<file path="config.mk">
export PLATFORM = sky130hd
export DESIGN_NAME = id_branch_pred
export DESIGN_NICKNAME = d
export VERILOG_FILES = /design/src/rtl/id_branch_pred_pkg.sv /design/src/rtl/id_branch_pred_cmp.sv /design/src/rtl/id_branch_pred.sv
export SDC_FILE = /design/constraint.sdc
export NUM_CORES = 2
export LEC_CHECK = 0
export BUFFER_PORTS_ARGS = -buffer_cell sky130_fd_sc_hd__buf_2
export CAP_MARGIN = 40
export CORE_ASPECT_RATIO = 0.9
export CORE_MARGIN = 2
export CORE_UTILIZATION = 57
export CTS_CLUSTER_SIZE = 8
export DETAILED_ROUTE_END_ITERATION = 16
export PLACE_DENSITY = 0.76
export SLEW_MARGIN = 10
export SYNTH_ARGS = -nofsm -noshare
export SYNTH_HDL_FRONTEND = slang
export SYNTH_SLANG_ARGS = --single-unit
export TNS_END_PERCENT = 10
</file>
<file path="constraint.sdc">
create_clock -name clk -period 4.3 [get_ports clk]
set_input_delay 0.43 -clock clk [delete_from_list [all_inputs] [get_ports clk]]
set_output_delay 0.43 -clock clk [all_outputs]
set_load 0.1 [all_outputs]
</file>
<file path="src/rtl/id_branch_pred_pkg.sv">
// id_branch_pred_pkg: branch op encodings and 2-bit counter states shared by the ID branch logic.
package id_branch_pred_pkg;
  localparam logic [2:0] BR_NONE = 3'd0;
  localparam logic [2:0] BR_BEQ  = 3'd1;
  localparam logic [2:0] BR_BNE  = 3'd2;
  localparam logic [2:0] BR_BLEZ = 3'd3;
  localparam logic [2:0] BR_BGTZ = 3'd4;
  localparam logic [2:0] BR_BLTZ = 3'd5;
  localparam logic [2:0] BR_BGEZ = 3'd6;
  localparam logic [1:0] CTR_SNT = 2'b00;
  localparam logic [1:0] CTR_WNT = 2'b01;
  localparam logic [1:0] CTR_WT  = 2'b10;
  localparam logic [1:0] CTR_ST  = 2'b11;
  function automatic logic is_branch(input logic [2:0] op);
    return op >= BR_BEQ && op <= BR_BGEZ;
  endfunction
endpackage

</file>
<file path="src/rtl/id_branch_pred_cmp.sv">
// branch_cmp: combinational MIPS branch condition evaluator, signed single-operand compares.
module branch_cmp
  import id_branch_pred_pkg::*;
#(
  parameter int DW = 32
) (
  input  logic [DW-1:0] id_a,
  input  logic [DW-1:0] id_b,
  input  logic [2:0]    id_br_op,
  output logic          taken
);
  logic neg, zero;
  assign neg  = id_a[DW-1];
  assign zero = id_a == '0;
  assign taken = id_br_op == BR_BEQ  ? id_a == id_b :
                 id_br_op == BR_BNE  ? id_a != id_b :
                 id_br_op == BR_BLEZ ? neg || zero :
                 id_br_op == BR_BGTZ ? !neg && !zero :
                 id_br_op == BR_BLTZ ? neg :
                 id_br_op == BR_BGEZ ? !neg : 1'b0;
endmodule

</file>
<file path="src/rtl/id_branch_pred.sv">
// id_branch_pred: ID-stage branch resolution with direct-mapped BTB prediction,
// mispredict redirect and saturating statistics.
module id_branch_pred
  import id_branch_pred_pkg::*;
#(
  parameter int DW    = 32,
  parameter int IDX_W = 6,
  parameter int TAG_W = 8,
  parameter int CNT_W = 16
) (
  input  logic             clk,
  input  logic             rst,
  input  logic [DW-1:0]    if_pc,
  output logic             if_pred_taken,
  output logic [DW-1:0]    if_pred_target,
  input  logic             id_valid,
  input  logic             id_stall,
  input  logic [DW-1:0]    id_pc,
  input  logic [2:0]       id_br_op,
  input  logic [DW-1:0]    id_a,
  input  logic [DW-1:0]    id_b,
  input  logic [DW-1:0]    id_target,
  input  logic             id_pred_taken,
  input  logic [DW-1:0]    id_pred_target,
  output logic             Branch,
  output logic             redirect,
  output logic [DW-1:0]    redirect_pc,
  output logic [CNT_W-1:0] br_cnt,
  output logic [CNT_W-1:0] mispred_cnt
);
  localparam int N = 1 << IDX_W;
  logic [N-1:0]     valid_q;
  logic [1:0]       ctr_q [N];
  logic [TAG_W-1:0] tag_q [N];
  logic [DW-1:0]    tgt_q [N];
  logic [CNT_W-1:0] br_cnt_q, br_cnt_d, mis_cnt_q, mis_cnt_d;
  logic [IDX_W-1:0] f_idx, u_idx;
  logic [TAG_W-1:0] f_tag, u_tag;
  logic [1:0]       ctr_d;
  logic             cmp_taken, is_br, act, mispredict, u_hit, upd, inval;
  logic             unused_bits;
  assign unused_bits = ^{if_pc[DW-1:IDX_W+TAG_W+2], if_pc[1:0]};
  assign f_idx = if_pc[IDX_W+1:2];
  assign f_tag = if_pc[IDX_W+TAG_W+1:IDX_W+2];
  assign u_idx = id_pc[IDX_W+1:2];
  assign u_tag = id_pc[IDX_W+TAG_W+1:IDX_W+2];
  assign if_pred_taken  = valid_q[f_idx] && tag_q[f_idx] == f_tag && ctr_q[f_idx][1];
  assign if_pred_target = if_pred_taken ? tgt_q[f_idx] : '0;
  branch_cmp #(.DW(DW)) u_cmp (
    .id_a    (id_a),
    .id_b    (id_b),
    .id_br_op(id_br_op),
    .taken   (cmp_taken)
  );
  always_comb begin
    is_br      = is_branch(id_br_op);
    act        = id_valid && !id_stall;
    Branch     = id_valid && cmp_taken;
    mispredict = (Branch != id_pred_taken) || (Branch && id_pred_taken && id_pred_target != id_target);
    // Any non-branch predicted taken is a BTB alias: fall through and drop the entry.
    redirect    = act && (is_br ? mispredict : id_pred_taken);
    redirect_pc = (redirect && Branch) ? id_target : id_pc + DW'(4);
    upd         = act && is_br;
    inval       = act && !is_br && id_pred_taken;
    u_hit       = valid_q[u_idx] && tag_q[u_idx] == u_tag;
    ctr_d = !Branch ? (ctr_q[u_idx] == CTR_SNT ? CTR_SNT : ctr_q[u_idx] - 2'd1) :
            !u_hit ? CTR_WT :
            ctr_q[u_idx] == CTR_ST ? CTR_ST : ctr_q[u_idx] + 2'd1;
    br_cnt_d  = (upd && br_cnt_q != '1) ? br_cnt_q + CNT_W'(1) : br_cnt_q;
    mis_cnt_d = (redirect && mis_cnt_q != '1) ? mis_cnt_q + CNT_W'(1) : mis_cnt_q;
  end
  always_ff @(posedge clk) begin
    if (rst) begin
      valid_q   <= '0;
      br_cnt_q  <= '0;
      mis_cnt_q <= '0;
      for (int i = 0; i < N; i++) begin
        ctr_q[i] <= CTR_WNT;
        tag_q[i] <= '0;
        tgt_q[i] <= '0;
      end
    end else begin
      br_cnt_q  <= br_cnt_d;
      mis_cnt_q <= mis_cnt_d;
      if (upd && (Branch || u_hit)) ctr_q[u_idx] <= ctr_d;
      if (upd && Branch) begin
        valid_q[u_idx] <= 1'b1;
        tag_q[u_idx]   <= u_tag;
        tgt_q[u_idx]   <= id_target;
      end
      if (inval) valid_q[u_idx] <= 1'b0;
    end
  end
  assign br_cnt      = br_cnt_q;
  assign mispred_cnt = mis_cnt_q;
endmodule

</file>
Word-level counts from Yosys, hierarchy flattened
Memories as Yosys holds them, arrays and structs flattened.
Index checks and enable logic that the tools add are counted.

operators by class
  add/subtract/negate cells = 5
  order comparisons = 5
  eq/ne operators = 15
  muxes and demuxes = 39
  bitwise logic cells = 3
  reduce and logical (&&, ||, !) cells = 31

operators by type and width
  cell                     number
  $mux W64                 3
  $mux W32                 3
  $and A64 B64 Y64         1
  $ne A32 B32 Y1           2
  $not A64 Y64             1
  $or A64 B64 Y64          1
  $add A16 B1 Y16 const B  2
  $add A32 B3 Y32 const B  1
  $eq A32 B32 Y1           1
  $logic_not A32 Y1        1
  $ne A16 B16 Y1 const B   2
  $reduce_or A32 Y1        1
  $mux W1                  21
  $logic_and A1 B1 Y1      19
  $mux W6                  3
  $eq A8 B8 Y1             2
  $lt A6 B7 Y1 const B     2
  $bmux W1 S6              2
  $mux W2                  5
  $eq A3 B3 Y1 const B     3
  $mux W8                  1
  $reduce_or A8 Y1         1
  $demux W1 S6             1
  $eq A3 B2 Y1 const B     2
  12 further kinds         17

word-level totals
  register bits after elaboration = 96
  RAM bits = 2,688
  input port bits = 200
  output and inout bits = 99
  word-level logic and storage cells = 104
  memories kept = 3

memory list
  memory  depth  width  rd ports  clocked after Yosys merged registers in  wr ports  RTL line              source
  tgt_q   64     32     1         0                                        64        id_branch_pred.sv:35  logic [DW-1:0] tgt_q [N];
  tag_q   64     8      2         0                                        64        id_branch_pred.sv:34  logic [TAG_W-1:0] tag_q [N];
  ctr_q   64     2      2         0                                        64        id_branch_pred.sv:33  logic [1:0] ctr_q [N];

Longest topological paths before layout
  word-level depth = 15
  depth in mapped cells = 18
  mapped depth without buffers = 14

By module
From an unflattened synthesis, not the netlist that was laid out.

unflattened totals
  cell total of the unflattened synthesis = 9,236
  area total of the unflattened synthesis = 135,215.9 sq um

modules (own cells, without submodules)
  module          times used  cells each  area each (sq um)  sequential area each (sq um)
  id_branch_pred  1           9,175       134,739.2          82,639.3
  branch_cmp      1           61          476.7              0.0

Worst setup path after synthesis
Ideal clock, no wire load.

  path kind = input to output
  from = input if_pc[4]
  to = output if_pred_target[0]
  arrival = 7,894 ps
  data required time = 3,870 ps
  path slack = -4,024 ps
  stages on the path = 11
  buffers on the path = 5
  cells stage by stage = buf_2 buf_4 buf_4 buf_1 buf_1 mux4_2 mux4_2 mux4_2 xnor2_1 nand3_1 a2111oi_0

between the ends
  word-level cells in the longest chain between the ends = 5
  elaborated cells on any way between the ends = 9
  classes of those cells = eq/ne (1); mux (3); reduce/logical (2); memory (3)

ends and longest elaborated chain
  element                                        RTL line              source
  from (decl)                                    id_branch_pred.sv:13  input logic [DW-1:0] if_pc,
  $mem_v2 Z64 W8 or $bmux W1 S6 (tied branches)  -
  $eq A8 B8 Y1 or $mux W1 (tied branches)        id_branch_pred.sv:47  assign if_pred_taken = valid_q[f_idx] && tag_q[f_idx] == f_tag && ctr_q[f_idx][1];
  $logic_and A1 B1 Y1 (2 in a row)               id_branch_pred.sv:47
  $mux W32 (*)                                   id_branch_pred.sv:48  assign if_pred_target = if_pred_taken ? tgt_q[f_idx] : '0;
  to (decl)                                      id_branch_pred.sv:15  output logic [DW-1:0] if_pred_target,

Mark *: on every way between the ends. The rest lies on a longest branch, timed or not. The select of a mux whose other input is x is not followed.

==> flow_summary.ini <==
[outcome]
outcome = finished, violations left
violations = setup timing

[placement]
hpwl_um = 296000
io_buffers = 280
placed_cells = 12200
pre_cts_slack_ps = -671
place_congestion = 1.02

[detailed_routing]
drtIter0Drc = 17300
drc_errors = 0
wire_per_inst_um = 38.7
highest_layer = met5
met2_wirelength_um = 216000
routed_wl_um = 491000
firstDrtPassIters = 9
vias = 94500
drt.antenna.violating_nets = 0
vias_per_cell = 7.45
wl_met1_um = 160000
wl_met3_um = 80400

[grt]
grt-ovfl-total = 0
grt_start_max_net_pins = 171
grt_pass1_wl_um = 689000
antenna_found_initial = 44
grt_pass1_vias = 92500
grt_usage = 0.408

[logic_synthesis]
netlist_top_cells_count = edfxtp_1, and3_1, clkbuf_1, mux4_2, and2_1
ys_seq_area_frac = 0.614
synth_warnings = 0
ys_async_sr_fraction = 0
post-synth-top-area-cell = edfxtp_1
synth_edf_count = 2688
syn_avg_cell_area_um2 = 14.8
ys_ff_latch = 2784
syn_nets = 9327
synth_ff_type = edfxtp_1
syn-cell-area_um2 = 135000
synth.most_common_cell = edfxtp_1
synth_cell_types = 74
synth_top_area_frac = 0.599
netlist_top_cells_area = edfxtp_1, mux4_2, and3_1
syn_inst = 9123

[setup_path]
worst-setup-path-type = flop to output port
rrSetupSlack_ps = 190
worst-path-max-fanout = 21
setup.worst_path.end_class = output port
crit_required_ps = 3870
worstRegToRegCells = 15
r2r_end = ctr_q[51][0]
arrival_ps = 4680
cp-start-kind = flop
rr_startpoint = tag_q[11][6]

[die]
ios = 299
start_util = 0.572
row_count = 169
die_area_um2 = 240000
fp.coreArea_um2 = 235000
die_h_um = 465
die_w_um = 516

[clock_network]
cts_buffer_depth = 4
cts_tree = built
clock-root-buffer = clkbuf_16
path_clk_slew_ps = 60
htree_levels = 5
clk_latency_ps = 990
cts_sinks = 2784
numCtsBuffers = 399

[timing]
rsz0062_at_grt = yes
worstMarginPinSlew_ps = 977
drv_slew = 0
setup_viol = 33
layout_min_cycle_time_ps = 5110
holdWs_ps = 42.0
layout_setup_ws_ps = -815
finClkSkew_ps = 50.1
period_share = 1.19
final-hold-violation-count = 0
max_freq_ghz = 0.196
max_slew_margin = 0.349

[min_path]
hold_depth = 2
hold_path_class = input port to flop
min_to = tgt_q[2][16]
min-delay-start = id_target[16]

[pwr]
powerDensity_nw_per_um2 = 422
peakVddDrop_v = 0.000440
total_power_w = 0.0662
p_leak_nw = 60.5

[layout]
final_layout_size_suffix_gt1_frac = 0.276
synthToLayoutAreaGrowth_pct = 16.7
final_cells = 12700
fin_nets = 9610

[flow_run]
maxCapViolCount = 0
## logic make-up after synthesis
| family | count (synthesis) | share of synthesized area |
|---|---|---|
| AND/OR/NAND/NOR | 3290 | 0.147 |
| flip-flops | 2784 | 0.614 |
| buffers and inverters | 1192 | 0.0357 |
| multiplexers | 1007 | 0.157 |
| AO/OA/AOI/OAI | 721 | 0.0386 |
| XOR/XNOR | 125 | 0.00813 |
| adder cells (fa/ha/maj) | 4 | 0.000372 |
## worst max path at each step
stage | startpoint | end
5_1_grt | tag_q[21][3] | if_pred_target[0]
6_report | tag_q[3][3] | if_pred_target[0]
4_1_cts | tag_q[11][4] | if_pred_target[24]
3_5_place_dp | if_pc[2] | if_pred_target[21]
2_1_floorplan | if_pc[2] | if_pred_target[27]
3_3_place_gp | if_pc[2] | if_pred_target[21]
## flip-flops by register name, summed over array words and instances (netlist names)
signal,cells
valid_q,64
br_cnt,16
ctr_q,128
tgt_q,2048
mispred_cnt,16
tag_q,512
## metrics by stage
stage | setup TNS [ps] | util | area, um2
detailed placement | -52800 | 0.622 | 146000
finish | -23730 | 0.667 | 157000
CTS | -22980 | 0.667 | 157000
global placement | -37240 | 0.621 | 146000
floorplan | -12270 | - | 135000
global route | -24270 | 0.667 | 157000
## per-layer routing
layer  up-vias  global-route usage
li1      36300                   -
met2      9081               0.599
met1     47300               0.520
met4        26               0.242
met3      1840               0.152
met5         -                   0
## power breakdown
part           internal, W  total, W  switching [W]
combinational      0.00273   0.00716        0.00443
sequential          0.0310    0.0315       0.000507
clock               0.0165    0.0276         0.0110
## repair_timing
action                                  4_1_cts  5_1_grt
gates resized for setup                       6        7
buffers inserted                              0        1
endpoints found under the setup margin       33       33
endpoints found under the hold margin         6        0
pin swaps                                     6        4
hold buffers                                  1        0
gates cloned                                  0        0
## layout make-up
cell class | instances | area (um2)
Clock buffer | 469 | 10400
Multi-Input combinational cell | 5147 | 48500
Tap cell | 3163 | 3960
Timing Repair Buffer | 1058 | 11400
Fill cell | 15300 | 78300
Clock inverter | 8 | 87.6
Antenna cell | 33 | 82.6
Sequential cell | 2784 | 82600
Inverter | 16 | 60.1
## critical path: stages, from the launching register on
cell and delay (ps):
edfxtp_1 490, mux4_2 560, mux4_2 490, mux4_2 510, xnor2_2 170, nand4_1 130, or3b_4 460, buf_12 220
a2111oi_4 430, buf_12 240
## cells in the final DEF (no fill, tap or decap), types with 71 or more instances in the layout
cell,n
a22oi_1,81
a21oi_1,95
buf_2,205
mux4_2,877
a211oi_1,90
buf_12,304
and3_1,1987
clkbuf_16,404
and2_1,610
nand4_1,93
buf_4,531
xor2_1,71
mux2i_1,95
dfxtp_1,96
edfxtp_1,2688
nand2_1,193
No activity file was read; power rests on OpenSTA's default activity.
